`src/rtl/dict_ctrl_if.sv`:
```
// Lane-side bundle for dict_ctrl: compress request/grant/response channel
// and the decompress request/response channel.
interface dict_ctrl_if #(
    parameter int KEY_WIDTH = 4,
    parameter int VAL_WIDTH = 8,
    parameter int NUM_CREQ  = 2
);
    localparam int IDW = $clog2(NUM_CREQ);

    logic [NUM_CREQ-1:0]           c_req;
    logic [NUM_CREQ*VAL_WIDTH-1:0] c_val;
    logic [NUM_CREQ-1:0]           c_gnt;
    logic                          c_rsp_valid;
    logic [IDW-1:0]                c_rsp_id;
    logic [KEY_WIDTH-1:0]          c_rsp_key;
    logic                          c_rsp_hit;
    logic                          d_req;
    logic [KEY_WIDTH-1:0]          d_key;
    logic                          d_rsp_valid;
    logic [VAL_WIDTH-1:0]          d_rsp_val;

    modport master (
        output c_req, c_val, d_req, d_key,
        input  c_gnt, c_rsp_valid, c_rsp_id, c_rsp_key, c_rsp_hit,
        input  d_rsp_valid, d_rsp_val
    );

    modport slave (
        input  c_req, c_val, d_req, d_key,
        output c_gnt, c_rsp_valid, c_rsp_id, c_rsp_key, c_rsp_hit,
        output d_rsp_valid, d_rsp_val
    );
endinterface

```
`src/rtl/dict_ctrl.sv`:
```
// Dictionary load sequencer plus round-robin compress / dedicated decompress lookup front end.
// Optional hit/miss counters are enabled by defining DICT_CTRL_STATS_EN.
//
// state | meaning
// IDLE  | dictionary not valid, waiting for load_start
// LOAD  | accepting ENTRIES contiguous beats into the dictionary
// READY | dictionary valid, lookups served
module dict_ctrl #(
    parameter int KEY_WIDTH = 4,
    parameter int VAL_WIDTH = 8,
    parameter int NUM_CREQ  = 2
) (
    input  logic                 clk,
    input  logic                 rst_n,
    input  logic                 load_start,
    input  logic                 load_valid,
    input  logic [VAL_WIDTH-1:0] load_data,
    output logic                 load_ready,
    output logic                 dict_ready,
    output logic                 load_err,
    output logic                 dict_we,
    output logic [VAL_WIDTH-1:0] dict_wval,
    output logic [KEY_WIDTH-1:0] dict_key,
    output logic [VAL_WIDTH-1:0] dict_val,
    input  logic [VAL_WIDTH-1:0] dict_val_out,
    input  logic [KEY_WIDTH-1:0] dict_key_out,
    input  logic                 dict_hit,
    dict_ctrl_if.slave           lane
`ifdef DICT_CTRL_STATS_EN
    ,
    output logic [15:0]          stat_hits,
    output logic [15:0]          stat_misses
`endif
);
    localparam int ENTRIES = 2**KEY_WIDTH;
    localparam int IDW     = $clog2(NUM_CREQ);

    localparam logic [1:0] IDLE  = 2'd0;
    localparam logic [1:0] LOAD  = 2'd1;
    localparam logic [1:0] READY = 2'd2;

    logic [1:0]           state;
    logic [KEY_WIDTH-1:0] count;
    logic [IDW-1:0]       ptr;
    logic                 enter_load;
    logic                 serve;
    logic                 gnt_any;
    logic [IDW-1:0]       gnt_id;
    logic [IDW:0]         pos;

    assign load_ready = (state == LOAD);
    assign dict_ready = (state == READY);
    assign dict_we    = load_ready & load_valid;
    assign dict_wval  = load_data;
    assign dict_key   = lane.d_key;
    assign enter_load = load_start & ((state == IDLE) | (state == READY));
    // A reload request pre-empts every lookup issued in the same cycle.
    assign serve      = dict_ready & ~load_start;

    always_comb begin
        gnt_any    = 1'b0;
        gnt_id     = '0;
        pos        = '0;
        lane.c_gnt = '0;
        dict_val   = '0;
        if (serve) begin
            for (int k = 0; k < NUM_CREQ; k++) begin
                pos = {1'b0, ptr} + (IDW+1)'(k);
                if (pos >= (IDW+1)'(NUM_CREQ))
                    pos = pos - (IDW+1)'(NUM_CREQ);
                if (!gnt_any && lane.c_req[pos[IDW-1:0]]) begin
                    gnt_any = 1'b1;
                    gnt_id  = pos[IDW-1:0];
                end
            end
        end
        if (gnt_any) begin
            lane.c_gnt[gnt_id] = 1'b1;
            dict_val           = lane.c_val[gnt_id*VAL_WIDTH +: VAL_WIDTH];
        end
    end

    always_ff @(posedge clk) begin
        if (!rst_n) begin
            state    <= IDLE;
            count    <= '0;
            load_err <= 1'b0;
        end else begin
            case (state)
                IDLE: if (load_start) begin
                    state    <= LOAD;
                    count    <= '0;
                    load_err <= 1'b0;
                end
                LOAD: if (load_valid) begin
                    count <= count + KEY_WIDTH'(1);
                    if (count == KEY_WIDTH'(ENTRIES-1))
                        state <= READY;
                end else if (count != '0) begin
                    // Dictionary write index restarts on a gap, so the load is lost.
                    state    <= IDLE;
                    count    <= '0;
                    load_err <= 1'b1;
                end
                READY: if (load_start) begin
                    state <= LOAD;
                    count <= '0;
                end
                default: state <= IDLE;
            endcase
        end
    end

    always_ff @(posedge clk) begin
        if (!rst_n) begin
            ptr              <= '0;
            lane.c_rsp_valid <= 1'b0;
            lane.c_rsp_id    <= '0;
            lane.c_rsp_key   <= '0;
            lane.c_rsp_hit   <= 1'b0;
            lane.d_rsp_valid <= 1'b0;
            lane.d_rsp_val   <= '0;
        end else begin
            lane.c_rsp_valid <= gnt_any;
            if (gnt_any) begin
                ptr            <= (gnt_id == IDW'(NUM_CREQ-1)) ? '0 : gnt_id + IDW'(1);
                lane.c_rsp_id  <= gnt_id;
                lane.c_rsp_key <= dict_hit ? dict_key_out : '0;
                lane.c_rsp_hit <= dict_hit;
            end
            lane.d_rsp_valid <= serve & lane.d_req;
            if (serve && lane.d_req)
                lane.d_rsp_val <= dict_val_out;
        end
    end

`ifdef DICT_CTRL_STATS_EN
    always_ff @(posedge clk) begin
        if (!rst_n || enter_load) begin
            stat_hits   <= '0;
            stat_misses <= '0;
        end else if (lane.c_rsp_valid) begin
            if (lane.c_rsp_hit) begin
                if (stat_hits != 16'hFFFF)
                    stat_hits <= stat_hits + 16'd1;
            end else if (stat_misses != 16'hFFFF) begin
                stat_misses <= stat_misses + 16'd1;
            end
        end
    end
`endif
endmodule

```
`src/flat_wrapper.sv`:
```
// flat-port wrapper written by rule: the top's interface ports become plain ports
module dict_ctrl_flat 
#(
    parameter int KEY_WIDTH = 4,
    parameter int VAL_WIDTH = 8,
    parameter int NUM_CREQ  = 2
)
  (clk, rst_n, load_start, load_valid, load_data, load_ready, dict_ready, load_err, dict_we, dict_wval, dict_key, dict_val, dict_val_out, dict_key_out, dict_hit, lane_c_req, lane_c_val, lane_d_req, lane_d_key, lane_c_gnt, lane_c_rsp_valid, lane_c_rsp_id, lane_c_rsp_key, lane_c_rsp_hit, lane_d_rsp_valid, lane_d_rsp_val);
  dict_ctrl_if #(.KEY_WIDTH(KEY_WIDTH), .VAL_WIDTH(VAL_WIDTH), .NUM_CREQ(NUM_CREQ)) lane_i ();
  input  logic clk;
  input  logic rst_n;
  input  logic load_start;
  input  logic load_valid;
  input  logic [VAL_WIDTH-1:0] load_data;
  output logic load_ready;
  output logic dict_ready;
  output logic load_err;
  output logic dict_we;
  output logic [VAL_WIDTH-1:0] dict_wval;
  output logic [KEY_WIDTH-1:0] dict_key;
  output logic [VAL_WIDTH-1:0] dict_val;
  input  logic [VAL_WIDTH-1:0] dict_val_out;
  input  logic [KEY_WIDTH-1:0] dict_key_out;
  input  logic dict_hit;
  input wire logic [$bits(lane_i.c_req)-1:0] lane_c_req;
  input wire logic [$bits(lane_i.c_val)-1:0] lane_c_val;
  input wire logic [$bits(lane_i.d_req)-1:0] lane_d_req;
  input wire logic [$bits(lane_i.d_key)-1:0] lane_d_key;
  output wire logic [$bits(lane_i.c_gnt)-1:0] lane_c_gnt;
  output wire logic [$bits(lane_i.c_rsp_valid)-1:0] lane_c_rsp_valid;
  output wire logic [$bits(lane_i.c_rsp_id)-1:0] lane_c_rsp_id;
  output wire logic [$bits(lane_i.c_rsp_key)-1:0] lane_c_rsp_key;
  output wire logic [$bits(lane_i.c_rsp_hit)-1:0] lane_c_rsp_hit;
  output wire logic [$bits(lane_i.d_rsp_valid)-1:0] lane_d_rsp_valid;
  output wire logic [$bits(lane_i.d_rsp_val)-1:0] lane_d_rsp_val;
  assign lane_i.c_req = lane_c_req;
  assign lane_i.c_val = lane_c_val;
  assign lane_i.d_req = lane_d_req;
  assign lane_i.d_key = lane_d_key;
  assign lane_c_gnt = lane_i.c_gnt;
  assign lane_c_rsp_valid = lane_i.c_rsp_valid;
  assign lane_c_rsp_id = lane_i.c_rsp_id;
  assign lane_c_rsp_key = lane_i.c_rsp_key;
  assign lane_c_rsp_hit = lane_i.c_rsp_hit;
  assign lane_d_rsp_valid = lane_i.d_rsp_valid;
  assign lane_d_rsp_val = lane_i.d_rsp_val;
  dict_ctrl #(.KEY_WIDTH(KEY_WIDTH), .VAL_WIDTH(VAL_WIDTH), .NUM_CREQ(NUM_CREQ)) u_core (.clk(clk), .rst_n(rst_n), .load_start(load_start), .load_valid(load_valid), .load_data(load_data), .load_ready(load_ready), .dict_ready(dict_ready), .load_err(load_err), .dict_we(dict_we), .dict_wval(dict_wval), .dict_key(dict_key), .dict_val(dict_val), .dict_val_out(dict_val_out), .dict_key_out(dict_key_out), .dict_hit(dict_hit), .lane(lane_i));
endmodule
```
`config.mk`:
```
export PLATFORM = sky130hd
export DESIGN_NAME = dict_ctrl_flat
export DESIGN_NICKNAME = d
export VERILOG_FILES = /design/src/rtl/dict_ctrl_if.sv /design/src/rtl/dict_ctrl.sv /design/src/flat_wrapper.sv
export SDC_FILE = /design/constraint.sdc
export NUM_CORES = 1
export LEC_CHECK = 0
export ABC_AREA = 1
export CAP_MARGIN = 20
export CORE_UTILIZATION = 25
export CTS_BUF_LIST = sky130_fd_sc_hd__clkbuf_8
export CTS_CLUSTER_DIAMETER = 100
export DETAILED_ROUTE_END_ITERATION = 10
export RECOVER_POWER = 50
export REMOVE_ABC_BUFFERS = 1
export SLEW_MARGIN = 20
export SYNTH_ARGS = -nofsm -noshare
export SYNTH_HDL_FRONTEND = slang
export SYNTH_SLANG_ARGS = --single-unit
```
`constraint.sdc`:
```
create_clock -name clk -period 1.95 [get_ports clk]
set_clock_uncertainty 0.05 [all_clocks]
set_input_delay 0.39 -clock clk [delete_from_list [all_inputs] [get_ports clk]]
set_output_delay 0.39 -clock clk [all_outputs]
set_load 0.05 [all_outputs]
```
==> flow_summary.json <==
{
  "outcome": "finished, violations left",
  "violations": "negative setup slack",
  "muxShareOfSynthArea_pct": 0,
  "synthSimpleGateAreaFrac_pct": 36.22,
  "setup_viol": 6,
  "cts_hold_buffers": 0,
  "ios": 90,
  "core_sq_um": 4817,
  "crit_type": "flop to output pin",
  "hold_slack_ns": 0.4128,
  "ant_nets": 0,
  "min_period_ns": 1.960,
  "slowest_stage": "dfxtp_2",
  "path_max_fanout": 5,
  "worst_pin_slew_ns": 0.5181,
  "fin_crit_sh_pct": 100.5,
  "critical_path_required_ns": 1.51,
  "netlist_area_sq_um": 1271,
  "synth_top_family_by_area": "simple AND/OR/NAND/NOR gates",
  "clkLatencyLatePin_ns": 0.26,
  "yosysTopAreaCell": "dfxtp_1",
  "hold_viol_final": 0,
  "power.density_nw_per_um2": 504.9,
  "grtUsageTotal_pct": 12.50,
  "syn2layout_area_growth_pct": 77.36,
  "rrSetupSlack_ns": 0.45,
  "grt.overflow.total": 0,
  "num_vias": 1329,
  "ys_ff_latch": 24,
  "cts_tree": "done",
  "synth_most_common_cell": "nand2_1",
  "antenna_found_initial": 0,
  "place.gp.congestion": 0.7699,
  "synth_xor_xnor_area_share_pct": 0,
  "async_flop_share_pct": 0,
  "synth_edf_count": 0,
  "synth_common_cells": "45 x nand2_1, 24 x dfxtp_1, 20 x a21oi_1",
  "grt_max_degree": 14,
  "io_buffers": 65,
  "end_kind": "output pin",
  "regArea_sq_um": 483.0,
  "num_antenna_cells": 0,
  "grt_pass1_wl_um": 5257,
  "seq_area_frac_synth_pct": 37.80,
  "cts_root_buf": "clkbuf_8",
  "synth_compound_area_share_pct": 9.941,
  "start_util_pct": 26.39,
  "max_freq_mhz": 510.1,
  "drt-pass1-iter-count": 4,
  "wire_per_inst_um": 10.71,
  "p_leak_nw": 0.9565,
  "crit_buf_inv": 5,
  "critPathLaunchType": "flop",
  "crit_family": "buffers and inverters",
  "yosysWarnings": 0,
  "drc": 0,
  "min_path_type": "flop to flop",
  "slew_headroom_pct": 65.35,
  "ys_top_cells_by_area": "dfxtp_1 38%, nand2_1 13%, a21oi_1 7.9%, nand2_2 7.9%, buf_4 7.1%",
  "cts_made_buffers": 3,
  "cp_cell_sequence": "nor2_4, nand2_4, buf_4, inv_4, nand2_4, inv_4, nand2_8, inv_8, nand2_2, nand2_2, buf_12",
  "fillerInstances": 514,
  "path_clk_slew_ns": 0.08,
  "max-cap-violations": 0,
  "rows": 25,
  "die_h_um": 73.31,
  "irDropWorstVdd_v": 0.0003408,
  "clock_sinks": 24,
  "synth_ff_type": "dfxtp_1",
  "synth.top_cell.area_share_pct": 37.80,
  "synthAdderAreaFrac_pct": 1.969,
  "critPathArrivalTime_ns": 1.52,
  "htree_levels": 1,
  "vias_per_cell": 4.179,
  "synth.distinct_cells": 22,
  "max_stage_delay_ns": 0.34,
  "rsz0062_at_grt": "true",
  "avgSynthCellArea_sq_um": 7.182,
  "hpwl_um": 2579,
  "synthCells": 177,
  "nNetsFinal": 302,
  "final_util_pct": 46.81,
  "die-area_sq_um": 5374,
  "drive_gt1_share_pct": 28.69,
  "postLayoutSetupSlackWorst_ns": -0.01021,
  "die_width_um": 73.31,
  "drt_wl_total_um": 3407,
  "multiInputGateArea_sq_um": 633.1,
  "cts_buffer_depth": 2,
  "drv_slew": 0,
  "grt_pass1_vias": 1147,
  "drt_iter0_markers": 18
}
[report_power, final]
| group | internal (mW) | switching (mW) | total, mW | leakage [nW] |
|---|---|---|---|---|
| Sequential | 0.507 | 0.0134 | 0.520 | 0.195 |
| Clock | 0.180 | 0.151 | 0.331 | 0.0288 |
| Combinational | 0.141 | 0.146 | 0.287 | 0.733 |
[area by class of cell]
cell class | instances | share of cell area (%)
timing repair buffer | 83 | 40.01
tap | 67 | 3.718
multi-input combinational | 120 | 28.08
inverter | 19 | 3.829
clock buffer | 4 | 2.442
timing repair inverter | 1 | 0.4994
sequential | 24 | 21.42
[layout by cell type, fill, tap and decap left out, types with 2 or more instances in the layout]
master and instances:
buf_4 21, nand2_1 45, nand2_4 4, dfxtp_1 22, dfxtp_2 2, dlygate4sd2_1 2, inv_2 2, inv_1 12
nand3_1 10, inv_8 2, clkbuf_8 4, nor2_1 12, ha_1 2, inv_4 3, a21oi_1 20, nor2_2 2
clkdlybuf4s50_1 45, nand2_2 14, nand4_1 4, buf_12 13
[through the flow]
| stage | power [mW] | cells | worst slack [ns] | cell area [sq um] | TNS (ns) |
|---|---|---|---|---|---|
| finish | 1.138 | 318 | -0.01021 | 2255 | -0.03629 |
| global route | 1.212 | 318 | -0.09613 | 2255 | -0.8226 |
| CTS | 1.159 | 317 | -0.08400 | 2222 | -0.6640 |
| detailed placement | 0.8136 | 307 | -0.2507 | 2106 | -2.172 |
| global placement | 0.8122 | 307 | -0.2232 | 2106 | -1.934 |
| floorplan | 0.6658 | 163 | -0.1744 | 1174 | -1.395 |
[worst reg2reg max path, delay by kind of cell, from the launching register on]
family | cells | cell delay (ns)
AND/OR/NAND/NOR | 5 | 0.49
flip-flops | 1 | 0.38
adder cells (fa/ha/maj) | 1 | 0.20
AO/OA/AOI/OAI | 1 | 0.18
buffers and inverters | 1 | 0.09
[path summary, 6_finish.rpt]
kind,start,depth (start not counted),end
max,u_core.state[0],11,dict_val[7]
min,u_core.lane.d_rsp_val[4],2,u_core.lane.d_rsp_val[4]
max reg2reg,u_core.count[0],8,u_core.count[0]
min reg2reg,u_core.lane.d_rsp_val[4],2,u_core.lane.d_rsp_val[4]
[timing repair]
| item | in CTS | in global routing |
|---|---|---|
| setup buffers | 4 | 1 |
| endpoints found under the setup margin | 10 | 10 |
| resized for setup | 18 | 3 |
| cloned | 2 | 0 |
| hold endpoints to repair | 0 | 0 |
| pin swaps | 3 | 2 |
[cell families (layout without fill, tap and decap cells)]
logic type                 after synthesis  after routing
adders and majority gates                2              2
AOI/OAI and AO/OA                       24             24
DFF                                     24             24
buffers and inverters                   33            107
and+or+nand+nor                         94             94
[sequential cells by signal (all words and copies together) (netlist names)]
signal	flops
u_core.state	2
u_core.lane.d_rsp_valid	1
u_core.count	4
u_core.ptr	1
u_core.lane.c_rsp_hit	1
u_core.lane.d_rsp_val	8
u_core.lane.c_rsp_valid	1
u_core.load_err	1
u_core.lane.c_rsp_id	1
u_core.lane.c_rsp_key	4
[layer usage]
| metal | vias to the layer above | part of all wire (%) | global-route usage, % |
|---|---|---|---|
| met3 | 4 | 7.4 | 5.761 |
| met2 | 46 | 49 | 20.88 |
| met5 | - | 0 | 0 |
| li1 | 699 | - | - |
| met1 | 580 | 43 | 14.73 |
| met4 | 0 | 0.62 | 2.564 |
Note: power is estimated with default switching activity, not from simulation.
